## src/rtl/reset_seq_pkg.sv

```systemverilog
// Shared types and default constants for the
// staged reset sequencer.
package reset_seq_pkg;

  typedef enum logic [1:0] {
    HOLD  = 2'd0,
    WAIT  = 2'd1,
    DONE  = 2'd2,
    ERROR = 2'd3
  } state_e;

  localparam int DEF_N_DOMAINS   = 3;
  localparam int DEF_HOLD_CYCLES = 16;
  localparam int DEF_ACK_TIMEOUT = 1024;

  function automatic int idx_w(input int n);
    return (n > 1) ? $clog2(n) : 1;
  endfunction

endpackage

```

## src/rtl/reset_seq_timer.sv

```systemverilog
// Saturating cycle counter with clear, enable
// and a terminal-count expired flag.
module reset_seq_timer #(
  parameter int W    = 4,
  parameter int TERM = 15
) (
  input  logic clk,
  input  logic rst,
  input  logic clr_i,
  input  logic en_i,
  output logic expired_o
);

  localparam logic [W-1:0] TermC = W'(TERM);

  logic [W-1:0] cnt_q;
  logic [W-1:0] cnt_d;

  assign expired_o = (cnt_q == TermC);

  // Stops at the terminal value so it can never wrap.
  always_comb begin
    cnt_d = cnt_q;
    if (clr_i) begin
      cnt_d = '0;
    end else if (en_i && !expired_o) begin
      cnt_d = cnt_q + 1'b1;
    end
  end

  always_ff @(posedge clk) begin
    if (rst) begin
      cnt_q <= '0;
    end else begin
      cnt_q <= cnt_d;
    end
  end

endmodule

```

## src/rtl/reset_sequencer.sv

```systemverilog
// Releases N reset domains one at a time, waiting
// for each ready acknowledge, with timeout/error.
module reset_sequencer
  import reset_seq_pkg::*;
#(
  parameter int N_DOMAINS   = DEF_N_DOMAINS,
  parameter int HOLD_CYCLES = DEF_HOLD_CYCLES,
  parameter int ACK_TIMEOUT = DEF_ACK_TIMEOUT,
  localparam int IW = idx_w(N_DOMAINS)
) (
  input  logic                 clk,
  input  logic                 rst,
  input  logic                 req_reset,
  input  logic [N_DOMAINS-1:0] domain_ready,
  output logic [N_DOMAINS-1:0] domain_rst,
  output logic                 all_ready,
  output logic                 busy,
  output logic                 timeout_err,
  output logic [IW-1:0]        err_index
);

  localparam int HW = $clog2(HOLD_CYCLES);
  localparam int TW = $clog2(ACK_TIMEOUT + 1);
  localparam logic [IW-1:0] LastIdx =
    IW'(N_DOMAINS - 1);

  state_e               state_q, state_d;
  logic [IW-1:0]        idx_q, idx_d;
  logic [N_DOMAINS-1:0] drst_q, drst_d;
  logic                 all_q, all_d;
  logic                 busy_q, busy_d;
  logic                 terr_q, terr_d;
  logic [IW-1:0]        eidx_q, eidx_d;

  logic          hold_clr, hold_en, hold_exp;
  logic          tmo_clr, tmo_en, tmo_exp;
  logic          rdy_cur;
  logic          low_any;
  logic [IW-1:0] low_idx;

  assign rdy_cur  = domain_ready[idx_q];
  assign hold_clr = (state_q != HOLD) || req_reset;
  assign hold_en  = (state_q == HOLD);
  assign tmo_clr  = (state_q != WAIT) || rdy_cur;
  assign tmo_en   = (state_q == WAIT);

  reset_seq_timer #(
    .W    (HW),
    .TERM (HOLD_CYCLES - 1)
  ) u_hold (
    .clk       (clk),
    .rst       (rst),
    .clr_i     (hold_clr),
    .en_i      (hold_en),
    .expired_o (hold_exp)
  );

  reset_seq_timer #(
    .W    (TW),
    .TERM (ACK_TIMEOUT)
  ) u_tmo (
    .clk       (clk),
    .rst       (rst),
    .clr_i     (tmo_clr),
    .en_i      (tmo_en),
    .expired_o (tmo_exp)
  );

  // Scan downward so the lowest dropped index wins.
  always_comb begin
    low_any = 1'b0;
    low_idx = '0;
    for (int j = N_DOMAINS - 1; j >= 0; j--) begin
      if (!domain_ready[j]) begin
        low_any = 1'b1;
        low_idx = IW'(j);
      end
    end
  end

  always_comb begin
    state_d = state_q;
    idx_d   = idx_q;
    terr_d  = terr_q;
    eidx_d  = eidx_q;
    if (req_reset) begin
      state_d = HOLD;
      idx_d   = '0;
      terr_d  = 1'b0;
    end else begin
      unique case (state_q)
        HOLD: begin
          if (hold_exp) begin
            state_d = WAIT;
            idx_d   = '0;
          end
        end
        WAIT: begin
          if (rdy_cur) begin
            if (idx_q == LastIdx) begin
              state_d = DONE;
            end else begin
              idx_d = idx_q + 1'b1;
            end
          end else if (tmo_exp) begin
            state_d = ERROR;
            terr_d  = 1'b1;
            eidx_d  = idx_q;
          end
        end
        DONE: begin
          if (low_any) begin
            state_d = ERROR;
            terr_d  = 1'b1;
            eidx_d  = low_idx;
          end
        end
        ERROR: begin
          state_d = ERROR;
        end
        default: begin
          state_d = HOLD;
          idx_d   = '0;
        end
      endcase
    end
  end

  // Outputs follow the next state so they register with it.
  always_comb begin
    drst_d = '1;
    all_d  = 1'b0;
    busy_d = 1'b0;
    unique case (state_d)
      HOLD: begin
        busy_d = 1'b1;
      end
      WAIT: begin
        busy_d = 1'b1;
        for (int j = 0; j < N_DOMAINS; j++) begin
          drst_d[j] = (j > int'(idx_d));
        end
      end
      DONE: begin
        drst_d = '0;
        all_d  = 1'b1;
      end
      default: begin
        drst_d = '1;
      end
    endcase
  end

  always_ff @(posedge clk) begin
    if (rst) begin
      state_q <= HOLD;
      idx_q   <= '0;
      drst_q  <= '1;
      all_q   <= 1'b0;
      busy_q  <= 1'b1;
      terr_q  <= 1'b0;
      eidx_q  <= '0;
    end else begin
      state_q <= state_d;
      idx_q   <= idx_d;
      drst_q  <= drst_d;
      all_q   <= all_d;
      busy_q  <= busy_d;
      terr_q  <= terr_d;
      eidx_q  <= eidx_d;
    end
  end

  assign domain_rst  = drst_q;
  assign all_ready   = all_q;
  assign busy        = busy_q;
  assign timeout_err = terr_q;
  assign err_index   = eidx_q;

endmodule

```

## config.mk

```make
export PLATFORM = sky130hd
export DESIGN_NAME = reset_sequencer
export DESIGN_NICKNAME = d
export VERILOG_FILES = /design/src/rtl/reset_seq_pkg.sv /design/src/rtl/reset_seq_timer.sv /design/src/rtl/reset_sequencer.sv
export SDC_FILE = /design/constraint.sdc
export NUM_CORES = 1
export LEC_CHECK = 0
export ABC_AREA = 1
export CAP_MARGIN = 20
export CORE_MARGIN = 5
export CORE_UTILIZATION = 51
export CTS_CLUSTER_SIZE = 28
export DETAILED_ROUTE_END_ITERATION = 6
export PLACE_DENSITY_LB_ADDON = 0.12
export SLEW_MARGIN = 5
export SYNTH_ARGS = -nofsm -noshare
export SYNTH_HDL_FRONTEND = slang
export SYNTH_SLANG_ARGS = --single-unit
```

## constraint.sdc

```tcl
create_clock -name clk -period 1.9 [get_ports clk]
set_input_delay 0.475 -clock clk [delete_from_list [all_inputs] [get_ports clk]]
set_output_delay 0.475 -clock clk [all_outputs]
set_load 0.02 [all_outputs]
```

# Word-level counts from Yosys, hierarchy flattened
# Cells that the tools add are included.
# totals
register_bits	27
inputBits	6
output_inout_bits	8
word_cells	75
# classes
n_addsub	3
magnitude_cmp	3
n_eq_ne	12
mux	31
bitwise_logic	1
n_reduce_logical	16
# ops
cell	n
2-bit 2-to-1 mux	16
11-bit by 1-bit adder with 11-bit output, second input constant	1
11-bit == test, second input constant	1
1-bit 2-to-1 mux	9
2-bit == test, second input constant	4
2-bit case mux with 2 select lines	2
2-bit case mux with 4 select lines	1
2-bit OR reduction	4
2-bit != test, second input constant	3
3-bit case mux with 2 select lines	1
5-bit AND reduction	1
4-bit by 1-bit adder with 4-bit output, second input constant	1
2-bit by 1-bit == test with 1-bit output, second input constant	2
4-bit == test, second input constant	1
2-bit logical NOT	2
4-bit AND reduction	1
2-bit nonzero test	2
2-bit by 3-bit < comparator with 1-bit output, second input constant	1
2-bit by 1-bit adder with 2-bit output, second input constant	1
1-bit binary-select mux with 2-bit select	1
1-bit by 2-bit greater-than comparator with 1-bit output, first input constant	1
2-bit greater-than comparator, first input constant	1
1-bit logical AND	2
1-bit logical NOT	2
4 further kinds	5

# Longest topological paths before layout
# Gate-level depths: netlist of run 1.
# depth
depth_word	9
ltp_mapped	14
depth_no_buf	14

# By module
# A second synthesis of run 1 with hierarchy kept.
# hier_totals
cells_unflattened	251
hier_area_um2	1697.9
# modules_own_cells
mod	n_inst	cells_per_inst	area_per_inst_um2	seq_area_each_um2
reset_sequencer	1	111	798.3	240.2
reset_seq_timer (u_tmo)	1	111	699.4	220.2
reset_seq_timer (u_hold)	1	29	200.2	80.1

# Worst setup path before layout of run 1
# Ideal clock, no wire load.
# synth_path
path_kind	reg-to-reg
start	register u_tmo.cnt_q[0]
end	register drst_q[0], in the netlist domain_rst[0]
setup_ns	0.123
arrival_time_ns	1.675
required_ns	1.777
path_slack_ns	0.102
path_stages_with_launch	13
n_path_buf	0
synth_period_minus_slack_ns	1.798
cell_sequence	dfxtp_1 > inv_1 > ha_1 > nand2_1 > nor2_1 > nand2_2 > nand3_1 > nand3_1 > nand3_1 > nand2_1 > inv_1 > ha_1 > or2_2
# synth_between
elab_chain_cells	7
elab_cells_between_ends	8
cone_classes	3 x eq/ne; 5 x mux
# synth_rtl
element	line	source
start: declaration	reset_seq_timer.sv:16	logic [W-1:0] cnt_q;
start signal: assignment	reset_seq_timer.sv:35	cnt_q <= cnt_d;
11-bit == test (*)	reset_seq_timer.sv:19	assign expired_o = (cnt_q == TermC);
2-bit 2-to-1 mux (*)	reset_sequencer.sv:105	end else if (tmo_exp) begin
2-bit 2-to-1 mux (*)	reset_sequencer.sv:99	if (rdy_cur) begin
2-bit case mux with 4 select lines (*)	reset_sequencer.sv:91	unique case (state_q)
2-bit 2-to-1 mux (*)	reset_sequencer.sv:86	if (req_reset) begin
via state_d[0]	reset_sequencer.sv:27	state_e state_q, state_d;
2-bit == test / 2-bit by 1-bit == test with 1-bit output (equally long branches)	reset_sequencer.sv:134	unique case (state_d)
3-bit case mux with 2 select lines (*)	reset_sequencer.sv:134	
via drst_d[0]	reset_sequencer.sv:29	logic [N_DOMAINS-1:0] drst_q, drst_d;
end signal: assignment	reset_sequencer.sv:166	drst_q <= drst_d;
end: declaration	reset_sequencer.sv:29	
# Mark *: on every way through the listed nets, which the timed path passes. The rest lies on a longest branch.
# A chain may end at the register's enable or synchronous reset.

# Final worst setup path of run 1
# layout_path
start	register u_tmo.cnt_q[1]
end	register drst_q[0], in the netlist domain_rst[0]
# layout_between
elab_chain_cells	7
elab_cells_between_ends	8
cone_classes	3 x eq/ne; 5 x mux
# layout_rtl
element	line
11-bit == test (*)	reset_seq_timer.sv:19
2-bit 2-to-1 mux (*)	reset_sequencer.sv:105
2-bit 2-to-1 mux (*)	reset_sequencer.sv:99
2-bit case mux with 4 select lines (*)	reset_sequencer.sv:91
2-bit 2-to-1 mux (*)	reset_sequencer.sv:86
2-bit == test / 2-bit by 1-bit == test with 1-bit output (equally long branches)	reset_sequencer.sv:134
3-bit case mux with 2 select lines (*)	reset_sequencer.sv:134
via drst_d[0]	reset_sequencer.sv:29
# Marked as above.

==> results of run 1 <==
[layout by cell type, fill, tap and decap left out, types with 4 or more instances in the layout]
cell             instances
a21oi_1                 14
buf_4                   23
clkdlybuf4s50_1         10
dfxtp_1                 24
ha_1                    12
inv_1                   30
inv_2                    6
nand2_1                 45
nand2_2                  5
nand3_1                 19
nand3_2                  6
nand4_1                  4
nor2_1                  30
nor3_1                   6
o21ai_0                  9
[cells by family (layout without fill, tap and decap cells)]
kind of cell / count (synthesis) / count (layout) / synth area share (%)
buffers and inverters: 39 / 76 / 10.3
and+or+nand+nor: 122 / 122 / 33.8
xor gates and xnor gates: 5 / 5 / 2.70
adders and majority gates: 13 / 13 / 10.0
AOI/OAI and AO/OA: 29 / 29 / 9.87
DFF: 27 / 27 / 33.3
[per-layer routing]
layer  vias up  share of wire, %  track usage, %
li1        822                 -               -
met1       684                51            24.8
met2        39                43            25.7
met3         7               3.9            2.55
met4         0               1.9            7.11
met5         -                 0               0
[through the flow]
step	setup slack (ps)	util, %	area (um^2)
2_1_floorplan	102	-	1620
3_3_place_gp	-422	63.3	1930
3_5_place_dp	-449	63.3	1930
4_1_cts	8.23	64.8	1980
5_1_grt	-38.5	66.1	2020
6_report	90.2	66.1	2020
[flip-flops by register name, summed over array words and instances (netlist names)]
| name | count |
|---|---|
| all_ready | 1 |
| busy | 1 |
| domain_rst | 3 |
| err_index | 2 |
| idx_q | 2 |
| state_q | 2 |
| timeout_err | 1 |
| u_hold.cnt_q | 4 |
| u_tmo.cnt_q | 11 |
[final cells by class]
class                      count  area (um^2)  area share, %
multi-input combinational    169          950           47.1
sequential                    27          544           27.0
timing repair buffer          36          303           15.0
inverter                      36          135           6.70
tap                           44         55.1           2.73
clock buffer                   3         22.5           1.12
clock inverter                 1         8.76          0.434
[worst min-delay path, stage by stage, from the launching register on]
cell	delay [ps]
dfxtp_1	340
inv_1	60
a21oi_2	50
[report_power, final]
group	total (mW)	internal [mW]	switching (mW)
sequential	0.570	0.569	0.00184
combinational	0.0514	0.0256	0.0258
clock	0.281	0.0862	0.195
total	0.903	0.680	0.222
[worst paths after layout]
path | start | to | slack (ps)
max reg2reg | u_tmo.cnt_q[1] | domain_rst[0] | 90
max | u_tmo.cnt_q[1] | domain_rst[0] | 90
min | timeout_err | timeout_err | 470
min reg2reg | timeout_err | timeout_err | 470
[repair_timing]
action,CTS,global route
setup endpoints to repair,1,6
hold buffers,0,0
endpoints found under the hold margin,0,0
pin swaps,2,5
buffers inserted,0,2
gates resized for setup,9,11
==> key figures, run 1 <==
Status
  • Status: finished, final reports clean

Timing
  • WHS: 472 ps
  • Minimum clock period: 1810 ps
  • Worst Skew: 8.24 ps
  • Fmax: 0.553 GHz
  • Setup TNS: 0 ps
  • Final Hold Fails: 0
  • Final setup viols: 0
  • Slew headroom: 81.1%
  • Fin. max-slew vios: 0
  • Worst-margin pin slew: 282 ps
  • Final period utilization: 95.3%
  • RSZ-0062 raised after global routing: yes

Power and ir drop
  • Pwr per Cell Area: 447 nW/um^2
  • Peak supply drop: 0.413 mV
  • Total power: 0.903 mW
  • Leak Pwr: 0.848 nW

Worst setup path
  • CP delay by family, top: simple AND/OR/NAND/NOR gates
  • Crit path buf inv count: 1
  • Cell depth of the worst setup path: 11
  • CP peak stage delay: 350 ps
  • CP startpoint kind: register
  • Crit path cell chain: inv_1 -> ha_1 -> nand2_1 -> nor2_2 -> nand2_2 -> nand3_1 -> nand3_2 -> nand3_2 -> nand3_2 -> ha_1 -> or2_2
  • Crit Path Class: reg -> reg
  • Most frequent CP cell: nand3_2
  • Worst Setup End Kind: register
  • Critical path fanouts, max: 3
  • Worst Reg-to-Reg Cells: 11
  • CP arrival: 2060 ps
  • Crit path required time: 2150 ps
  • Crit-path slowest cell: dfxtp_2

Cells and area
  • Final layout net count: 292
  • P&R area growth vs syn: 24.4%
  • Post-Layout Cell Count: 316
  • ANT cells: 0
  • Fill cells: 297
  • Layout cells sized above 1: 20.6%

Clocking
  • Htree depth: 1
  • TritonCTS clock tree: yes
  • Worst-case clock buffer depth: 2
  • Total CTS buffers: 3
  • Clock Latency Late Sink: 340 ps
  • Root buffer cell: clkbuf_4
  • Clock transition at path regs: 170 ps
  • Clock sinks: 27

Floorplanning
  • Die Span Y: 66.4 um
  • Die X: 66.4 um
  • Die ar.: 4410 um^2
  • Row cnt: 20
  • IO Pins: 14
  • Initial core utilization: 53.2%
  • Core Area: 3050 um^2

Routing
  • Initial DRC count: 100
  • Vias: 1552
  • DRC viols: 0
  • WL per Instance: 10.7 um
  • WL final: 3380 um
  • Post-route ant nets: 0
  • Via density: 4.91
  • Drt first pass iters: 4

Global routing
  • First-pass GRT wire length: 5950 um
  • All-Layer GR Usage: 17.3%
  • Pin count of the biggest net entering global routing: 18
  • Total gr overflow: 0
  • Number of global-route vias before repair: 1420
  • Antenna violations before repair: 0

Yosys
  • Post-synth EDFFs: 0
  • Unique cell type count in the Yosys netlist: 29
  • Synth async-reset ratio: 0%
  • Largest area contributor in the netlist: dfxtp_1
  • Syn Area/Cell: 6.91 um^2
  • Post-synth top cells: 47 x nand2_1, 34 x inv_1, 31 x nor2_1
  • Sequential area share after synthesis: 33.3%
  • Synth Flop Type: dfxtp_1
  • Mapped Cells: 235
  • Largest cells by area after synthesis: dfxtp_1 33%, nand2_1 11%, ha_1 10%
  • Top-count cell post-synth: nand2_1
  • Synth top area share: 33.3%
  • Ys Warns: 0
  • Seq cells post-synth: 27
  • Synth Cell Area: 1620 um^2
  • Synthesized net count: 254

Worst hold path
  • Hold Path Cell Cnt: 2
  • Hold Path Class: reg -> reg

Flow run
  • Max Cap Viol: 0

Placement
  • Inst Count DP: 310
  • Post-DP HPWL: 2590 um
  • Routability Congestion: 0.879
  • IO buf count: 13
(Power assumes the default switching activity.)
==> inputs of run 2 (changes only) <==
CORE_MARGIN = 2   (was 5)
CORE_UTILIZATION = 56   (was 51)
CTS_CLUSTER_SIZE = unset   (was 28)
DONT_BUFFER_PORTS = 1   (was unset)
==> key figures, run 2 (synthesis results as in run 1) <==
Status
  • Status: finished, final reports clean

Placement
  • Post-DP HPWL: 2610 um (+0.85%)
  • Dpl ws: 35.4 ps (+485 ps)
  • IO buf count: 0 (-13)
  • Inst Count DP: 273 (-12%)
  • Routability Congestion: 0.908 (+3.4%)
  • Area after DPL: 1700 um^2 (-12%)

Timing
  • Minimum clock period: 1780 ps (-31.3 ps)
  • Final setup viols: 0 (unchanged)
  • Slew headroom: 81.2% (+0.19 points)
  • Fin. max-slew vios: 0 (unchanged)
  • Final Hold Fails: 0 (unchanged)
  • Final worst setup slack: 121 ps (+31.3 ps)
  • RSZ-0062 raised after global routing: no
  • Worst-margin pin slew: 280 ps (-1.74 ps)
  • Fmax: 0.562 GHz (+1.8%)
  • Worst Skew: 15.0 ps (+6.75 ps)
  • WHS: 181 ps (-291 ps)
  • Setup TNS: 0 ps (unchanged)
  • Final period utilization: 93.6% (-1.6 points)

Routing
  • DRC viols: 0 (unchanged)
  • Initial DRC count: 51 (-49%)
  • Vias: 1494 (-3.7%)
  • Via density: 5.37 (+9.4%)
  • WL final: 3360 um (-0.44%)
  • Post-route ant nets: 0 (unchanged)
  • WL per Instance: 12.1 um (+13%)
  • Drt first pass iters: 4 (unchanged)

Cells and area
  • Max reg flops: 11 (unchanged)
  • Largest reg by FF count: u_tmo.cnt_q
  • P&R area growth vs syn: 9.02%
  • Commonest non-fill, non-tap cell in the layout: nand2_1
  • ANT cells: 0 (unchanged)
  • Final layout net count: 267 (-8.6%)
  • Final core occ: 64.2% (-2.0 points)
  • Final Cell Area: 1770 um^2 (-12%)
  • Layout cells sized above 1: 15.4% (-5.2 points)
  • Post-Layout Cell Count: 278 (-12%)
  • Fill cells: 249 (-16%)
  • Most frequent cells in the layout: 47 x nand2_1, 31 x inv_1, 30 x nor2_1

Worst hold path
  • Hold Path Cell Cnt: 1 (-1)
  • Hold Path Class: in -> reg

Global routing
  • Total gr overflow: 0 (unchanged)
  • All-Layer GR Usage: 21.3% (+4.0 points)
  • Antenna violations before repair: 0 (unchanged)
  • Pin count of the biggest net entering global routing: 16 (-2)
  • Met2 Track Usage GR: 36.9% (+11 points)
  • Number of global-route vias before repair: 1386 (-2.4%)
  • First-pass GRT wire length: 5640 um (-5.2%)
  • Met3 Use GR: 3.79% (+1.2 points)
  • Met1 usage in global routing: 26.6% (+1.8 points)
  • GR peak layer: met2

Worst setup path
  • CP arrival: 2010 ps (-50 ps)
  • Worst Setup End Kind: register
  • Flop-to-flop setup slack: 120 ps (+30 ps)
  • CP startpoint kind: register
  • CP delay by family, top: simple AND/OR/NAND/NOR gates
  • Crit path buf inv count: 1 (unchanged)
  • Crit path required time: 2130 ps (-20 ps)
  • Crit-path slowest cell: dfxtp_1
  • Crit Path Class: reg -> reg
  • Critical path fanouts, max: 3 (unchanged)
  • CP peak stage delay: 340 ps (about the same)
  • Crit path cell chain: inv_1 -> ha_1 -> nand2_1 -> nor2_2 -> nand2_2 -> nand3_1 -> nand3_1 -> nand3_2 -> nand3_2 -> ha_2 -> or2_2
  • Cell depth of the worst setup path: 11 (unchanged)
  • Worst Reg-to-Reg Cells: 11 (unchanged)

Floorplanning
  • IO Pins: 14 (unchanged)
  • Die X: 57.8 um (-13%)
  • Die ar.: 3340 um^2 (-24%)
  • Core Area: 2760 um^2 (-9.7%)
  • Initial core utilization: 58.8% (+5.7 points)
  • Die Span Y: 57.8 um (-13%)
  • Row cnt: 19 (-5.0%)

Flow run
  • Max Cap Viol: 0 (unchanged)

Clocking
  • TritonCTS clock tree: yes
  • Root buffer cell: clkbuf_4
  • Total CTS buffers: 3 (unchanged)
  • Clock transition at path regs: 160 ps (about the same)
  • Worst-case clock buffer depth: 2 (unchanged)
  • Clock Latency Late Sink: 340 ps (about the same)
  • Clock sinks: 27 (unchanged)
  • Htree depth: 1 (unchanged)

Power and ir drop
  • Pwr per Cell Area: 483 nW/um^2 (+8.0%)
  • Total power: 0.854 mW (-5.4%)
  • Leak Pwr: 0.719 nW (-15%)
  • Peak supply drop: 0.425 mV (+3.0%)
==> run 2: cell count changes in the layout (fill, tap and decap cells not counted), sizes merged <==
| cell | before | now |
|---|---|---|
| buf | 23 | 11 |
| clkdlybuf4s50 | 10 | 0 |
| dlygate4sd2 | 2 | 0 |
| clkinv | 0 | 1 |
| dlymetal6s2s | 1 | 0 |
| inv | 37 | 36 |
==> run 2: area by class of cell <==
cell class	instances	area (um^2)	share of cell area, %
Tap cell	31	38.8	2.19
Clock inverter	1	5.00	0.283
Clock buffer	3	22.5	1.27
Sequential cell	27	543	30.7
Multi-Input combinational cell	169	942	53.3
Timing Repair Buffer	11	82.6	4.67
Inverter	36	135	7.64
==> run 2: power by group <==
| group | switching, mW | internal (mW) | total (mW) |
|---|---|---|---|
| Clock | 0.179 | 0.0791 | 0.258 |
| Combinational | 0.0169 | 0.00892 | 0.0258 |
| Sequential | 0.00188 | 0.568 | 0.570 |
==> run 2: final timing paths <==
| path | startpoint | end |
|---|---|---|
| worst max-delay path | u_tmo.cnt_q[0] | domain_rst[0] |
| worst min-delay path | rst | all_ready |
| worst max register to register | u_tmo.cnt_q[0] | domain_rst[0] |
| worst min register to register | u_tmo.cnt_q[10] | u_tmo.cnt_q[10] |
==> run 2: metal layers <==
| layer | wire (um) | up-vias |
|---|---|---|
| li1 | - | 774 |
| met3 | 181 | 5 |
| met5 | 0 | - |
| met1 | 1520 | 685 |
| met4 | 43 | 0 |
| met2 | 1620 | 30 |
==> run 2: repair_timing <==
action,CTS,global route
setup endpoints to repair,0,4
hold buffers,0,0
resized for setup,0,12
setup buffers,0,1
==> inputs of run 3 (changes only) <==
CTS_CLUSTER_SIZE = 12   (was unset)
==> results of run 3 <==
Same layout as run 2: the final DEF is identical, and so are final timing and power.
